`src/rtl/cpu8_pkg.sv`:
```
// cpu8 shared definitions: opcodes, HALT encoding, FSM states, field helpers.
package cpu8_pkg;

  localparam logic [1:0] OP_ADD = 2'b00;
  localparam logic [1:0] OP_LW  = 2'b01;
  localparam logic [1:0] OP_SW  = 2'b10;
  localparam logic [1:0] OP_JMP = 2'b11;

  localparam logic [7:0] INSTR_HALT = 8'hC3;

  typedef enum logic [1:0] {ST_FETCH, ST_EXEC, ST_MEM, ST_HALT} state_t;

  function automatic logic [1:0] op_f(input logic [7:0] i);
    return i[7:6];
  endfunction

  function automatic logic [1:0] rs_f(input logic [7:0] i);
    return i[5:4];
  endfunction

  function automatic logic [1:0] rt_f(input logic [7:0] i);
    return i[3:2];
  endfunction

  function automatic logic [1:0] rd_f(input logic [7:0] i);
    return i[1:0];
  endfunction

  function automatic logic [7:0] sext2(input logic [1:0] v);
    return {{6{v[1]}}, v};
  endfunction

  function automatic logic [7:0] sext6(input logic [5:0] v);
    return {{2{v[5]}}, v};
  endfunction

endpackage

```
`src/rtl/cpu8_if.sv`:
```
// cpu8 core bus: instruction ROM, data memory and status.
// CPU8_WB_TRACE_EN adds the register write-back trace signals.
interface cpu8_if;
  logic [7:0] address;
  logic [7:0] instruction;
  logic [7:0] dmem_addr;
  logic [7:0] dmem_wdata;
  logic       dmem_we;
  logic [7:0] dmem_rdata;
  logic       halted;
  logic       fault;
`ifdef CPU8_WB_TRACE_EN
  logic       wb_valid;
  logic [1:0] wb_reg;
  logic [7:0] wb_data;

  modport master (
    output address, dmem_addr, dmem_wdata, dmem_we, halted, fault,
           wb_valid, wb_reg, wb_data,
    input  instruction, dmem_rdata
  );
  modport slave (
    input  address, dmem_addr, dmem_wdata, dmem_we, halted, fault,
           wb_valid, wb_reg, wb_data,
    output instruction, dmem_rdata
  );
`else
  modport master (
    output address, dmem_addr, dmem_wdata, dmem_we, halted, fault,
    input  instruction, dmem_rdata
  );
  modport slave (
    input  address, dmem_addr, dmem_wdata, dmem_we, halted, fault,
    output instruction, dmem_rdata
  );
`endif
endinterface

```
`src/rtl/cpu8_regfile.sv`:
```
// cpu8 register file: s0..s3, two combinational reads, one write, async clear.
module cpu8_regfile (
  input  logic       clk,
  input  logic       clear,
  input  logic [1:0] ra_addr,
  input  logic [1:0] rb_addr,
  output logic [7:0] ra_data,
  output logic [7:0] rb_data,
  input  logic       we,
  input  logic [1:0] waddr,
  input  logic [7:0] wdata
);

  logic [7:0] regs [4];

  // Register storage with asynchronous clear.
  always_ff @(posedge clk or posedge clear) begin
    if (clear) begin
      for (int unsigned i = 0; i < 4; i++) regs[i] <= '0;
    end else if (we) begin
      regs[waddr] <= wdata;
    end
  end

  assign ra_data = regs[ra_addr];
  assign rb_data = regs[rb_addr];

endmodule

```
`src/rtl/cpu8_core.sv`:
```
// cpu8 multi-cycle core: FETCH -> EXEC -> (MEM for LW) -> FETCH, HALT terminal.
// Optional write-back trace ports under CPU8_WB_TRACE_EN.
module cpu8_core
  import cpu8_pkg::*;
#(
  parameter int unsigned IMEM_DEPTH = 32,
  parameter logic [7:0]  RESET_PC   = 8'h00
) (
  input logic    clk,
  input logic    clear,
  cpu8_if.master bus
);

  localparam logic [8:0] DEPTH9 = 9'(IMEM_DEPTH);

  state_t     state;
  logic [7:0] pc;
  logic [7:0] ir;
  logic [7:0] dmem_addr_q;
  logic [7:0] dmem_wdata_q;
  logic       halted;
  logic       fault;

  logic [7:0] ra_data, rb_data;
  logic       rf_we;
  logic [1:0] rf_waddr;
  logic [7:0] rf_wdata;
  logic [7:0] maddr;
  logic       exec_ld;
  logic       exec_st;

  cpu8_regfile u_rf (
    .clk     (clk),
    .clear   (clear),
    .ra_addr (rs_f(ir)),
    .rb_addr (rt_f(ir)),
    .ra_data (ra_data),
    .rb_data (rb_data),
    .we      (rf_we),
    .waddr   (rf_waddr),
    .wdata   (rf_wdata)
  );

  // Decode of the EXEC cycle and register write-port steering.
  always_comb begin
    maddr    = ra_data + sext2(rd_f(ir));
    exec_ld  = (state == ST_EXEC) && (op_f(ir) == OP_LW);
    exec_st  = (state == ST_EXEC) && (op_f(ir) == OP_SW);
    rf_we    = 1'b0;
    rf_waddr = rd_f(ir);
    rf_wdata = ra_data + rb_data;
    if (state == ST_EXEC && op_f(ir) == OP_ADD) begin
      rf_we = 1'b1;
    end else if (state == ST_MEM) begin
      rf_we    = 1'b1;
      rf_waddr = rt_f(ir);
      rf_wdata = bus.dmem_rdata;
    end
  end

  // Main FSM with registered pc, ir, status and held memory bus values.
  always_ff @(posedge clk or posedge clear) begin
    if (clear) begin
      state        <= ST_FETCH;
      pc           <= RESET_PC;
      ir           <= '0;
      dmem_addr_q  <= '0;
      dmem_wdata_q <= '0;
      halted       <= 1'b0;
      fault        <= 1'b0;
    end else begin
      case (state)
        ST_FETCH: begin
          if ({1'b0, pc} >= DEPTH9) begin
            fault  <= 1'b1;
            halted <= 1'b1;
            state  <= ST_HALT;
          end else begin
            ir    <= bus.instruction;
            state <= ST_EXEC;
          end
        end
        ST_EXEC: begin
          if (ir == INSTR_HALT) begin
            halted <= 1'b1;
            state  <= ST_HALT;
          end else begin
            case (op_f(ir))
              OP_ADD: begin
                pc    <= pc + 8'd1;
                state <= ST_FETCH;
              end
              OP_LW: begin
                dmem_addr_q <= maddr;
                state       <= ST_MEM;
              end
              OP_SW: begin
                dmem_addr_q  <= maddr;
                dmem_wdata_q <= rb_data;
                pc           <= pc + 8'd1;
                state        <= ST_FETCH;
              end
              default: begin
                pc    <= pc + 8'd1 + sext6(ir[5:0]);
                state <= ST_FETCH;
              end
            endcase
          end
        end
        ST_MEM: begin
          pc    <= pc + 8'd1;
          state <= ST_FETCH;
        end
        default: state <= ST_HALT;
      endcase
    end
  end

  // The data address must be on the bus during EXEC itself so the synchronous
  // read returns in MEM; the registered copies only hold the value afterwards.
  always_comb begin
    bus.address    = pc;
    bus.halted     = halted;
    bus.fault      = fault;
    bus.dmem_we    = exec_st;
    bus.dmem_addr  = (exec_ld || exec_st) ? maddr : dmem_addr_q;
    bus.dmem_wdata = exec_st ? rb_data : dmem_wdata_q;
  end

`ifdef CPU8_WB_TRACE_EN
  // Write-back trace mirrors the register write port in the same cycle.
  always_comb begin
    bus.wb_valid = rf_we;
    bus.wb_reg   = rf_we ? rf_waddr : 2'b00;
    bus.wb_data  = rf_we ? rf_wdata : 8'h00;
  end
`else
`endif

endmodule

```
`src/flat_wrapper.sv`:
```
// flat-port wrapper written by rule: the top's interface ports become plain ports
module cpu8_core_flat import cpu8_pkg::*;
#(
  parameter int unsigned IMEM_DEPTH = 32,
  parameter logic [7:0]  RESET_PC   = 8'h00
)
  (clk, clear, bus_address, bus_dmem_addr, bus_dmem_wdata, bus_dmem_we, bus_halted, bus_fault, bus_instruction, bus_dmem_rdata);
  cpu8_if bus_i ();
  input logic clk;
  input logic clear;
  output wire logic [$bits(bus_i.address)-1:0] bus_address;
  output wire logic [$bits(bus_i.dmem_addr)-1:0] bus_dmem_addr;
  output wire logic [$bits(bus_i.dmem_wdata)-1:0] bus_dmem_wdata;
  output wire logic [$bits(bus_i.dmem_we)-1:0] bus_dmem_we;
  output wire logic [$bits(bus_i.halted)-1:0] bus_halted;
  output wire logic [$bits(bus_i.fault)-1:0] bus_fault;
  input wire logic [$bits(bus_i.instruction)-1:0] bus_instruction;
  input wire logic [$bits(bus_i.dmem_rdata)-1:0] bus_dmem_rdata;
  assign bus_address = bus_i.address;
  assign bus_dmem_addr = bus_i.dmem_addr;
  assign bus_dmem_wdata = bus_i.dmem_wdata;
  assign bus_dmem_we = bus_i.dmem_we;
  assign bus_halted = bus_i.halted;
  assign bus_fault = bus_i.fault;
  assign bus_i.instruction = bus_instruction;
  assign bus_i.dmem_rdata = bus_dmem_rdata;
  cpu8_core #(.IMEM_DEPTH(IMEM_DEPTH), .RESET_PC(RESET_PC)) u_core (.clk(clk), .clear(clear), .bus(bus_i));
endmodule
```
`config.mk`:
```
export PLATFORM = sky130hd
export DESIGN_NAME = cpu8_core_flat
export DESIGN_NICKNAME = d
export VERILOG_FILES = /design/src/rtl/cpu8_pkg.sv /design/src/rtl/cpu8_if.sv /design/src/rtl/cpu8_regfile.sv /design/src/rtl/cpu8_core.sv /design/src/flat_wrapper.sv
export SDC_FILE = /design/constraint.sdc
export NUM_CORES = 1
export LEC_CHECK = 0
export ABC_AREA = 1
export BUFFER_PORTS_ARGS = -buffer_cell sky130_fd_sc_hd__buf_2
export CAP_MARGIN = 5
export CORE_ASPECT_RATIO = 1.25
export CORE_MARGIN = 2
export CORE_UTILIZATION = 45
export DETAILED_ROUTE_END_ITERATION = 7
export REMOVE_ABC_BUFFERS = 1
export SLEW_MARGIN = 15
export SYNTH_ARGS = -nofsm -noshare
export SYNTH_HDL_FRONTEND = slang
export SYNTH_SLANG_ARGS = --single-unit
```
`constraint.sdc`:
```
create_clock -name clk -period 4.23 [get_ports clk]
set_clock_uncertainty 0.15 [all_clocks]
set_input_delay 0.846 -clock clk [delete_from_list [all_inputs] [get_ports clk]]
set_output_delay 0.846 -clock clk [all_outputs]
set_load 0.03 [all_outputs]
```
==> results.sh <==
export IMPL_grt_pass1_vias=3989
export IMPL_cts_hold_buf=0
export IMPL_ys_seq_area_share_pct=36.3
export IMPL_rsz0062_at_grt="no"
export IMPL_synth_area_um2=4690
export IMPL_initialDrtViolationCount=222
export IMPL_slew_headroom_pct=36.8
export IMPL_placed_area_um2=5020
export IMPL_drive_above_1_share_pct=14.7
export IMPL_clk_latency_ns=0.34
export IMPL_grt_max_degree=44
export IMPL_diodes=0
export IMPL_path_clk_slew_ns=0.06
export IMPL_synth_top_area_share_pct=36.3
export IMPL_grt_pass1_wl_um=20000
export IMPL_grt_overflow=0
export IMPL_layout_common_cells="nand2_1 (197), dfrtp_1 (68), o21ai_0 (67), inv_1 (51), nor2_1 (50)"
export IMPL_wl_per_cell_um=14.9
export IMPL_setup_viol=0
export IMPL_start_util_pct=46.4
export IMPL_r2r_setup_slack_ns=0.95
export IMPL_post_route_period_util_pct=93.6
export IMPL_use_met3_pct=3.78
export IMPL_numCtsBuffers=9
export IMPL_grt_total_usage_pct=22.8
export IMPL_slew_viol_final=0
export IMPL_synth_distinct_cells=37
export IMPL_status="finished clean"
export IMPL_hold_viol=0
export IMPL_setup_slack_ns=0.270
export IMPL_route_detailed_drc=0
export IMPL_vias=4344
export IMPL_ant_nets=0
export IMPL_tightestPinTransition_ns=0.947
export IMPL_place_hpwl_um=9460
export IMPL_clock_root_buffer="clkbuf_16"
export IMPL_cts_buffer_depth=2
export IMPL_core_area_um2=10100
export IMPL_rows=41
export IMPL_cts_resized=0
export IMPL_area_growth_syn_to_layout_pct=13.6
export IMPL_critPathRequiredTime_ns=3.23
export IMPL_busiest_layer="met2"
export IMPL_wl_um=12200
export IMPL_antenna_found_initial=0
export IMPL_dp_worst_setup_slack_ns=0.627
export IMPL_yosysWarnings=0
export IMPL_crit_fanout=13
export IMPL_yosysTopAreaCell="dfrtp_1"
export IMPL_postCtsSetupBuffers=0
export IMPL_firstDrtPassIters=6
export IMPL_startpoint_type="register"
export IMPL_cts_tree="yes"
export IMPL_num_io_pins=45
export IMPL_syn_inst=645
export IMPL_n_fill_cell=975
export IMPL_end_kind="output port"
export IMPL_vias_per_cell=5.28
export IMPL_layout_commonest_cell="nand2_1"
export IMPL_worst_setup_path_type="register to output port"
export IMPL_hp_class="register to register"
export IMPL_synthTopCellsByArea="dfrtp_1 (36%), nand2_1 (16%), ha_1 (7.5%), o21ai_0 (7.2%), nand3_1 (5.2%)"
export IMPL_met1_usage_pct=31.0
export IMPL_synth_edff_count=0
export IMPL_synthArstFlopShare_pct=100
export IMPL_final_nets=737
export IMPL_synth_seq_cells=68
export IMPL_syn_avg_cell_area_um2=7.27
export IMPL_dieWidth_um=95.3
export IMPL_arrival_ns=2.96
export IMPL_ctsHtreeMaxLevel=3
export IMPL_maxCapViolations=0
export IMPL_tns_ns=0
export IMPL_finalWeightedCongestion=0.875
export IMPL_gr_usage_met2_pct=36.4
export IMPL_max_freq_ghz=0.253
export IMPL_die_area_um2=11300
export IMPL_period_needed_ns=3.96
export IMPL_io_buffers=44
export IMPL_final_area_um2=5330
export IMPL_synth_main_ff_cell="dfrtp_1"
export IMPL_clock_sinks=68
export IMPL_finalCoreUtilization_pct=52.7
export IMPL_fp_dieH_um=118
## through the flow
stage | hold WS [ns] | std cells
2_1_floorplan | 0.299 | 630
3_3_place_gp | 0.294 | 806
3_5_place_dp | 0.297 | 806
4_1_cts | 0.312 | 822
5_1_grt | 0.357 | 822
6_report | 0.310 | 822
## metal layers
metal  share of wire, %  vias to the layer above
li1                   -                     2210
met3                4.1                       16
met2                 47                       86
met5                  0                        -
met1                 47                     2032
met4                1.8                        0
## flip-flops by register name (all words and copies together), names as in the netlist
| register | count |
|---|---|
| u_core.bus.address | 8 |
| u_core.bus.fault | 1 |
| u_core.bus.halted | 1 |
| u_core.dmem_addr_q | 8 |
| u_core.dmem_wdata_q | 8 |
| u_core.ir | 8 |
| u_core.state | 2 |
| u_core.u_rf.regs | 32 |
## cells by family after synthesis
kind of cell | count (synthesis) | share of synthesized area [%]
simple gates | 325 | 30.5
compound gates | 128 | 15.0
buf+inv | 79 | 6.91
flops | 68 | 36.3
fa+ha+maj | 31 | 8.75
xor+xnor | 14 | 2.62
## synth_stat cells, types with 2 or more instances
cell type  number
clkbuf_1        5
fa_1            3
o22ai_1        13
o211ai_1        2
buf_2           9
nor2_1         50
xor2_1          9
inv_1          52
nor3_1          2
nor2_4          3
nand2_4         3
inv_2           6
or2_2           6
inv_4           4
xnor2_1         5
nand3_1        49
a31oi_1         4
nand2_1       197
ha_1           28
nand2_2         5
a21oi_1        29
dfrtp_1        68
a31o_2          2
o21ai_0        67
nand4_1         5
o21ai_2         2
nor2_8          3
o21ai_1         5
## layout make-up
| cell class | count | area [um^2] | area share (%) |
|---|---|---|---|
| clock inverters | 7 | 76.3 | 1.43 |
| flip-flops and latches | 68 | 1700 | 31.9 |
| multi-input cells | 498 | 2660 | 50.0 |
| repair buffers | 47 | 243 | 4.56 |
| well taps | 129 | 161 | 3.03 |
| clock buffers | 9 | 225 | 4.23 |
| inverters | 64 | 256 | 4.82 |
## path summary, 6_finish.rpt
check                                        end  cells after the start              from
min in group asynchronous  u_core.dmem_addr_q[5]                      2             clear
max                             bus_dmem_addr[6]                     14      u_core.ir[5]
max in group asynchronous    u_core.u_rf.regs[3]                      3             clear
min reg2reg                     u_core.bus.fault                      2  u_core.bus.fault
max reg2reg                  u_core.u_rf.regs[4]                     14      u_core.ir[2]
min                             u_core.bus.fault                      2  u_core.bus.fault
## worst max-delay path: stages, from the launching register on
cell	delay, ns
dfrtp_1	0.59
inv_2	0.20
o21ai_0	0.13
o22ai_1	0.14
ha_1	0.24
fa_1	0.41
nand3_1	0.09
nand2_1	0.09
nand2_1	0.07
nand2_1	0.05
a21oi_1	0.14
or2_2	0.14
nand3_1	0.06
nand2_1	0.08
buf_2	0.19
Power is not shown: default switching activity piles up to over one toggle a cycle in this logic, so the estimate is an artifact.
